## src/rtl/alu_decode_issue.sv

```systemverilog
// rtl/alu_decode_issue.sv - RV32I OP/OP-IMM decode, register read, busy scoreboard and issue register
// Optional writeback forwarding into hazard check and operand read: ALU_DECODE_BYPASS_EN
module alu_decode_issue #(
    parameter logic [31:0] REG_INIT = 32'h0000_0000
) (
    input  logic        clk,
    input  logic        rst_n,
    input  logic        in_valid,
    input  logic [31:0] in_instr,
    output logic        in_ready,
    output logic        out_valid,
    input  logic        out_ready,
    output logic [6:0]  out_opcode,
    output logic [2:0]  out_funct3,
    output logic        out_modbit,
    output logic [31:0] out_imm,
    output logic [31:0] out_rs1,
    output logic [31:0] out_rs2,
    output logic [4:0]  out_rd_addr,
    input  logic        wb_en,
    input  logic [4:0]  wb_addr,
    input  logic [31:0] wb_data,
    output logic        illegal
);
    localparam logic [6:0] OPC_OP_IMM = 7'b0010011;
    localparam logic [6:0] OPC_OP     = 7'b0110011;
    localparam logic [6:0] F7_ZERO    = 7'b0000000;
    localparam logic [6:0] F7_ALT     = 7'b0100000;

    logic [6:0]  opcode, funct7;
    logic [2:0]  funct3;
    logic [4:0]  rs1_a, rs2_a, rd_a;
    logic        is_op_imm, is_op, is_shift_imm, legal, hazard, accept, issue;
    logic [31:0] imm, rs1_val, rs2_val, busy_eff;
    logic [31:0] busy_q, busy_d;
    logic [31:0] rf_q [32];
    logic [31:0] rf_d [32];
    logic        out_valid_q, out_valid_d, illegal_q, illegal_d, modbit_q, modbit_d;
    logic [6:0]  opcode_q, opcode_d;
    logic [2:0]  funct3_q, funct3_d;
    logic [31:0] imm_q, imm_d, rs1_q, rs1_d, rs2_q, rs2_d;
    logic [4:0]  rd_q, rd_d;

    assign opcode       = in_instr[6:0];
    assign funct3       = in_instr[14:12];
    assign funct7       = in_instr[31:25];
    assign rs1_a        = in_instr[19:15];
    assign rs2_a        = in_instr[24:20];
    assign rd_a         = in_instr[11:7];
    assign is_op_imm    = (opcode == OPC_OP_IMM);
    assign is_op        = (opcode == OPC_OP);
    assign is_shift_imm = is_op_imm && (funct3 == 3'b001 || funct3 == 3'b101);

    always_comb begin
        legal = 1'b0;
        if (is_op_imm) begin
            case (funct3)
                3'b001:  legal = (funct7 == F7_ZERO);
                3'b101:  legal = (funct7 == F7_ZERO) || (funct7 == F7_ALT);
                default: legal = 1'b1;
            endcase
        end else if (is_op) begin
            legal = (funct7 == F7_ZERO) ||
                    ((funct7 == F7_ALT) && (funct3 == 3'b000 || funct3 == 3'b101));
        end
    end

    always_comb begin
        imm = '0;
        if (is_shift_imm)   imm = {27'b0, in_instr[24:20]};
        else if (is_op_imm) imm = {{20{in_instr[31]}}, in_instr[31:20]};
    end

    // rf_q[0] is held at zero, so x0 reads need no special case
    always_comb begin
        rs1_val  = rf_q[rs1_a];
        rs2_val  = rf_q[rs2_a];
        busy_eff = busy_q;
`ifdef ALU_DECODE_BYPASS_EN
        if (wb_en) busy_eff[wb_addr] = 1'b0;
        if (wb_en && wb_addr != 5'd0 && wb_addr == rs1_a) rs1_val = wb_data;
        if (wb_en && wb_addr != 5'd0 && wb_addr == rs2_a) rs2_val = wb_data;
`endif
    end

    assign hazard   = busy_eff[rs1_a] | (is_op & busy_eff[rs2_a]);
    assign in_ready = rst_n & ~hazard & (~out_valid_q | out_ready);
    assign accept   = in_valid & in_ready;
    assign issue    = accept & legal;

    always_comb begin
        out_valid_d = out_valid_q;
        opcode_d    = opcode_q;
        funct3_d    = funct3_q;
        modbit_d    = modbit_q;
        imm_d       = imm_q;
        rs1_d       = rs1_q;
        rs2_d       = rs2_q;
        rd_d        = rd_q;
        illegal_d   = accept & ~legal;
        if (issue) begin
            out_valid_d = 1'b1;
            opcode_d    = opcode;
            funct3_d    = funct3;
            modbit_d    = (is_op || (is_op_imm && funct3 == 3'b101)) && in_instr[30];
            imm_d       = imm;
            rs1_d       = rs1_val;
            rs2_d       = is_op ? rs2_val : 32'd0;
            rd_d        = rd_a;
        end else if (out_ready) begin
            out_valid_d = 1'b0;
        end
        // clear first so a same-edge set of the same index wins
        busy_d = busy_q;
        if (wb_en) busy_d[wb_addr] = 1'b0;
        if (issue && rd_a != 5'd0) busy_d[rd_a] = 1'b1;
        busy_d[0] = 1'b0;
        rf_d = rf_q;
        if (wb_en && wb_addr != 5'd0) rf_d[wb_addr] = wb_data;
        rf_d[0] = '0;
    end

    always_ff @(posedge clk) begin
        if (!rst_n) begin
            out_valid_q <= 1'b0;
            illegal_q   <= 1'b0;
            opcode_q    <= '0;
            funct3_q    <= '0;
            modbit_q    <= 1'b0;
            imm_q       <= '0;
            rs1_q       <= '0;
            rs2_q       <= '0;
            rd_q        <= '0;
            busy_q      <= '0;
            for (int i = 0; i < 32; i++) rf_q[i] <= (i == 0) ? 32'd0 : REG_INIT;
        end else begin
            out_valid_q <= out_valid_d;
            illegal_q   <= illegal_d;
            opcode_q    <= opcode_d;
            funct3_q    <= funct3_d;
            modbit_q    <= modbit_d;
            imm_q       <= imm_d;
            rs1_q       <= rs1_d;
            rs2_q       <= rs2_d;
            rd_q        <= rd_d;
            busy_q      <= busy_d;
            rf_q        <= rf_d;
        end
    end

    assign out_valid   = out_valid_q;
    assign illegal     = illegal_q;
    assign out_opcode  = opcode_q;
    assign out_funct3  = funct3_q;
    assign out_modbit  = modbit_q;
    assign out_imm     = imm_q;
    assign out_rs1     = rs1_q;
    assign out_rs2     = rs2_q;
    assign out_rd_addr = rd_q;
endmodule

```

## config.mk

```make
export PLATFORM = sky130hd
export DESIGN_NAME = alu_decode_issue
export DESIGN_NICKNAME = d
export VERILOG_FILES = /design/src/rtl/alu_decode_issue.sv
export SDC_FILE = /design/constraint.sdc
export NUM_CORES = 2
export LEC_CHECK = 0
export CAP_MARGIN = 0
export CORE_MARGIN = 2
export CORE_UTILIZATION = 50
export DETAILED_ROUTE_END_ITERATION = 8
export PLACE_DENSITY_LB_ADDON = 0.05
export SYNTH_ARGS = -nofsm -noshare
export SYNTH_HDL_FRONTEND = slang
export SYNTH_SLANG_ARGS = --single-unit
```

## constraint.sdc

```tcl
create_clock -name clk -period 6.3 [get_ports clk]
set_input_delay 0.945 -clock clk [delete_from_list [all_inputs] [get_ports clk]]
set_output_delay 0.945 -clock clk [all_outputs]
set_load 0.005 [all_outputs]
```

==> After elaboration in Yosys (flattened, before gate mapping) <==
Cells that the tools add are included.
{ "word_totals": {"wordCells": 120, "inputBits": 74, "output_inout_bits": 115, "reg_bits": 1138} }
{ "op_classes": {"n_eq_ne": 5, "n_mux": 27, "order_cmp": 10, "n_bitwise": 17, "reduce_logical": 19} }
{ "ops": {"columns": ["operator", "count"], "rows": [
  ["$bwmux 1024", 1],
  ["$bmux 32 s5", 2],
  ["$mux 32", 10],
  ["$demux 32 s5", 1],
  ["$and 32x32->32", 1],
  ["$not 32->32", 1],
  ["$or 32x32->32", 1],
  ["$lt 5x6->1 const B", 4],
  ["$ge 6x6->1 const B", 3],
  ["$not 5->6", 3],
  ["$eq 7x6->1 const B", 2],
  ["$bmux 1 s5", 2],
  ["$demux 1 s5", 2],
  ["$ge 5x1->1 const B", 2],
  ["$reduce_bool 5->1", 2],
  ["$logic_and 1x1->1", 9],
  ["$mux 1", 8],
  ["$eq 7x5->1 const B", 1],
  ["$logic_not 7->1", 1],
  ["$and 1x1->1", 6],
  ["$lt 6x1->1 const B", 1],
  ["$logic_or 1x1->1", 5],
  ["$eq 3x1->1 const B", 1],
  ["$eq 3x3->1 const B", 1],
  ["5 further kinds", 8]
]} }

==> Depth between registers and ports, before layout <==
{ "logic_depth": {"ltp_word": 11, "depth_mapped": 11, "mapped_depth_nobuf": 6} }

==> Worst setup path before layout <==
OpenSTA, ideal clock, no wires.
{ "synth_path": {"path_kind": "input -> output", "startpoint": "input in_instr[15]", "endpoint": "output in_ready", "arrival_ns": 2.406, "stages": 6, "t_required_ns": 5.355, "path_buffers": 1, "setup_slack_ns": 2.949, "path_cell_list": "buf_6 > mux2_1 > a2111oi_0 > nor4_1 > nor3_2 > and3_1"} }
{ "synth_between": {"elab_chain_len": 6} }
{ "synth_lines": {"columns": ["item", "line_no", "rtl"], "rows": [
  ["start, declared", "9", "input logic [31:0] in_instr,"],
  ["$bmux 1 s5", "86", "assign hazard = busy_eff[rs1_a] | (is_op & busy_eff[rs2_a]);"],
  ["$mux 1 (implied by the code)", "86", null],
  ["$or 1x1->1", "86", null],
  ["$not 1->1", "87", "assign in_ready = rst_n & ~hazard & (~out_valid_q | out_ready);"],
  ["$and 1x1->1 (2 in series)", "87", null],
  ["end, declared", "10", "output logic in_ready,"]
]} }
Every way passes these cells. The select of a mux whose other input is x is not followed.

==> Final worst setup path <==
Ends and elaborated chain as after synthesis.

==> tab_implementation.tex <==
\begin{tabular}{lr}
\hline
Metric & Value \\
\hline
\multicolumn{2}{l}{\textbf{Run status}} \\
\quad Outcome & finished clean \\
\multicolumn{2}{l}{\textbf{Placement}} \\
\quad Number of port buffers & around 190 \\
\quad DP Wirelength & $\sim$130,000 um \\
\quad Final weighted congestion of routability-driven global placement & approximately 0.87 \\
\multicolumn{2}{l}{\textbf{Synth}} \\
\quad Leading cell types by count after synthesis & nand2\_1, dfxtp\_1, a21boi\_0, mux4\_2, clkbuf\_1 \\
\quad Compound-cell area share of the yosys netlist & between 10\% and 20\% \\
\quad Count of flip-flops with a built-in enable after synthesis & 0 \\
\quad Post-synthesis instance area & roughly 58,000 um2 \\
\quad Count leader, synth & nand2\_1 \\
\quad Synthesized flop and latch total & 1,117 \\
\quad Yosys top cell by area & dfxtp\_1 \\
\quad Xor and xnor area share after synthesis & 0\% \\
\quad Post-Synthesis Cells & slightly above 6k \\
\quad Main combinational cell family by area after synthesis & multiplexers \\
\quad Most common flop cell mapped by yosys & dfxtp\_1 \\
\quad Fraction of synthesized area in multiplexers & between 20 and 25\% \\
\quad Average instance area after synthesis & 9.43 um2 \\
\quad Dominant cells by area after synthesis & dfxtp\_1, mux4\_2, nand2\_1, a21boi\_0, mux2i\_1 \\
\quad Synth warnings & 0 \\
\quad Area share of the leading cell type in the synthesized netlist & about 39\% \\
\quad Post-Synth Adder-Cell Area & 0\% \\
\quad Count of cell types in the netlist & between 50 and 60 \\
\quad Post-synthesis async set-or-reset flop share & 0\% \\
\quad Area fraction in and, or, nand and nor cells after synthesis & about 16\% \\
\quad Syn Nets & 6,193 \\
\quad Sequential share of the synthesized area & roughly two fifths \\
\multicolumn{2}{l}{\textbf{Die}} \\
\quad Horiz. Die Dim & around 340 um \\
\quad Die outline area & around 120,000 um2 \\
\quad Std cell rows & 124 \\
\quad Floorplan die height & between 300 and 400 um \\
\quad Starting density of the core & slightly above 50\% \\
\quad Count of boundary I/O pins & $\sim$190 \\
\quad Area of the core region & about 110,000 um2 \\
\multicolumn{2}{l}{\textbf{STA}} \\
\quad Max transition margin & between 10\% and 20\% \\
\quad Hold Vio Cnt, Final & 0 \\
\quad Count of final setup violators & 0 \\
\quad Shortest period the worst path allows & approximately 4.9 ns \\
\quad Crit share post-route & 77.3\% \\
\quad Unrepaired setup endpoints after global routing & no \\
\quad Worst setup skew after layout & 0.0193 ns \\
\quad Fmax achieved & 205 MHz \\
\quad Setup TNS Final & 0 ns \\
\quad Slew of the pin with the lowest slew margin & 1.33 ns \\
\quad Count of final max-slew check failures & 0 \\
\multicolumn{2}{l}{\textbf{GRT}} \\
\quad Total routing resource utilization after global routing & 37.1\% \\
\quad Number of global-route vias before repair & 45.6k \\
\quad Wire length of the first global-routing pass & 319,000 um \\
\quad Largest net degree at the start of global routing & approximately 200 \\
\quad Initial antenna violation count & 14 \\
\quad Remaining global-route overflow & 0 \\
\multicolumn{2}{l}{\textbf{Setup path}} \\
\quad Worst r2r src & busy\_eff[5] \\
\quad Cell family with most CP delay & buffers and inverters \\
\quad Logic depth of the worst register-to-register path & 7 \\
\quad Critical path origin & in\_instr[15] \\
\quad Cell at the slowest stage of the critical path & nor3\_2 \\
\quad Classification of the worst setup path & input port to primary output \\
\quad Number of buffers and inverters on the critical path & 2 \\
\quad Startpoint type of the worst setup path & input port \\
\quad Capturing element type of the critical path & primary output \\
\quad Crit path largest cell delay & 0.57 ns \\
\quad CP arrival & roughly 3.9 ns \\
\quad Maximum net fanout on the critical path & 63 \\
\quad Number of gates on the worst path with buffers counted & 7 \\
\quad Required time at the worst-slack endpoint & about 5.4 ns \\
\quad Ordered list of cells on the worst path & buf\_8, mux2\_1, a2111oi\_0, nor4\_1, nor3\_2, and3\_1, clkdlybuf4s50\_1 \\
\multicolumn{2}{l}{\textbf{Routing}} \\
\quad First-pass iteration count of the detailed router & 5 \\
\quad Number of vias per cell & between 6 and 7 \\
\quad Vias & 48.2k \\
\quad Routed wire per std cell & 29.3 um \\
\quad Remaining antenna violation count after routing & 0 \\
\quad Number of remaining DRC errors & 0 \\
\quad Final routed wirelength across all metal layers & about 220,000 um \\
\quad Drt initial violations & 5,830 \\
\multicolumn{2}{l}{\textbf{CTS}} \\
\quad Worst-case clock buffer depth & 3 \\
\quad Root Buffer Master & clkbuf\_16 \\
\quad Post-CTS Setup Bufs & 0 \\
\quad Reg clk slew, reported paths & $\sim$0.06 ns \\
\quad Number of gates resized after cts & 0 \\
\quad Hold-fix buffers at CTS & 0 \\
\quad \# clock sinks & between 1k and 1.5k \\
\quad Number of levels in the clock H-tree & 4 \\
\quad Later-pin clock latency in the skew report & roughly 0.74 ns \\
\quad Number of buffers created by CTS & roughly 130 \\
\quad TritonCTS clock tree & yes \\
\multicolumn{2}{l}{\textbf{Min path}} \\
\quad Cell count of the worst hold path & 2 \\
\quad Worst hold start & out\_funct3[1] \\
\quad Path category of the worst min-delay check & flip-flop to flip-flop \\
\multicolumn{2}{l}{\textbf{Layout}} \\
\quad Utilization after layout & between 50 and 60\% \\
\quad Number of nets in the layout & 5,999 \\
\quad Area grow syn2layout & 12.2\% \\
\quad Layout cells sized above 1 & 16.4\% \\
\multicolumn{2}{l}{\textbf{Pwr}} \\
\quad Peak supply drop & approximately 0.26 mV \\
\quad Total power draw & 0.0162 W \\
\quad Cell leakage power & roughly 21 nW \\
\quad Power Dens Cells & roughly 250 nW/um2 \\
\multicolumn{2}{l}{\textbf{Run}} \\
\quad Max Cap Viol & 0 \\
\hline
\end{tabular}
-- cell families (layout without fill, tap and decap cells) --
kind of cell           after synthesis  count (layout)
AND/OR/NAND/NOR                   2320            2320
flip-flops                        1117            1117
AO/OA/AOI/OAI                     1262            1262
multiplexers                       778             778
buffers and inverters              642             549
other                                0               6
-- stage by stage --
step / instances / hold slack (ns) / setup WS (ns) / instance area [um2]
floorplan: 6119 / 0.450 / 2.95 / 57700
global placement: 7304 / 0.443 / 1.35 / 60300
detailed placement: 7304 / 0.448 / 1.44 / 60300
CTS: 7538 / 0.456 / 1.44 / 64700
global route: 7539 / 0.473 / 1.33 / 64700
finish: 7544 / 0.455 / 1.43 / 64700
-- power by group --
part           internal (W)  leakage [nW]  switching [W]
combinational      0.000410          9.99       0.000752
sequential          0.00711          9.00      0.0000332
clock               0.00476          2.20        0.00317
total                0.0123          21.2        0.00396
-- placed cells by master (no fill, tap or decap), types with 19 or more instances in the layout --
cell,count
mux2_2,65
clkbuf_1,30
nand2_2,26
clkbuf_16,138
a21boi_0,992
nor2_4,28
clkdlybuf4s50_1,179
a22o_1,33
mux2i_1,201
nand3_1,36
mux4_2,510
clkbuf_8,33
nor2b_1,47
buf_4,116
o32ai_1,33
o22ai_1,33
o21ai_0,64
clkinv_2,19
a22oi_1,32
dfxtp_1,1117
nand2_1,2104
a221oi_1,32
-- per-layer routing --
layer	part of all wire [%]	vias up	routed length [um]	track usage (%)
met5	0.037	-	82	0
met4	4.5	12	9960	16.3
met3	9.7	542	21500	7.58
met2	45	2549	98800	56.7
met1	41	24100	90900	50.9
li1	-	21000	-	-
-- sequential cells by signal, summed over array words and instances, names as in the netlist --
name,cells
busy_eff,31
illegal,1
out_valid,1
out_rs1,32
rf_q,992
out_opcode,7
out_rd_addr,5
out_funct3,3
out_imm,12
out_modbit,1
out_rs2,32
-- worst reg2reg max path: stages, from the launching register on --
cell	delay [ns]
dfxtp_1	0.32
mux2_1	0.30
a2111oi_0	0.47
nor4_1	0.12
nor3_2	0.57
nand3_4	0.31
buf_12	0.32
mux2i_1	0.42
-- final cells by class --
class | count | area, um2
Fill cell | 9880 | 49600
Multi-Input combinational cell | 4360 | 33100
Sequential cell | 1117 | 22400
Clock buffer | 201 | 4020
Timing Repair Buffer | 312 | 2960
Tap cell | 1512 | 1890
Clock inverter | 33 | 417
Antenna cell | 6 | 15.0
Inverter | 3 | 11.3
-- path summary, 6_finish.rpt --
check                        to  slack, ns
setup / recovery       in_ready       1.43
hold / removal    out_funct3[1]       0.45
setup reg to reg    out_rs1[20]       3.34
hold reg to reg   out_funct3[1]       0.45
Power figures use the tool's default switching activity.
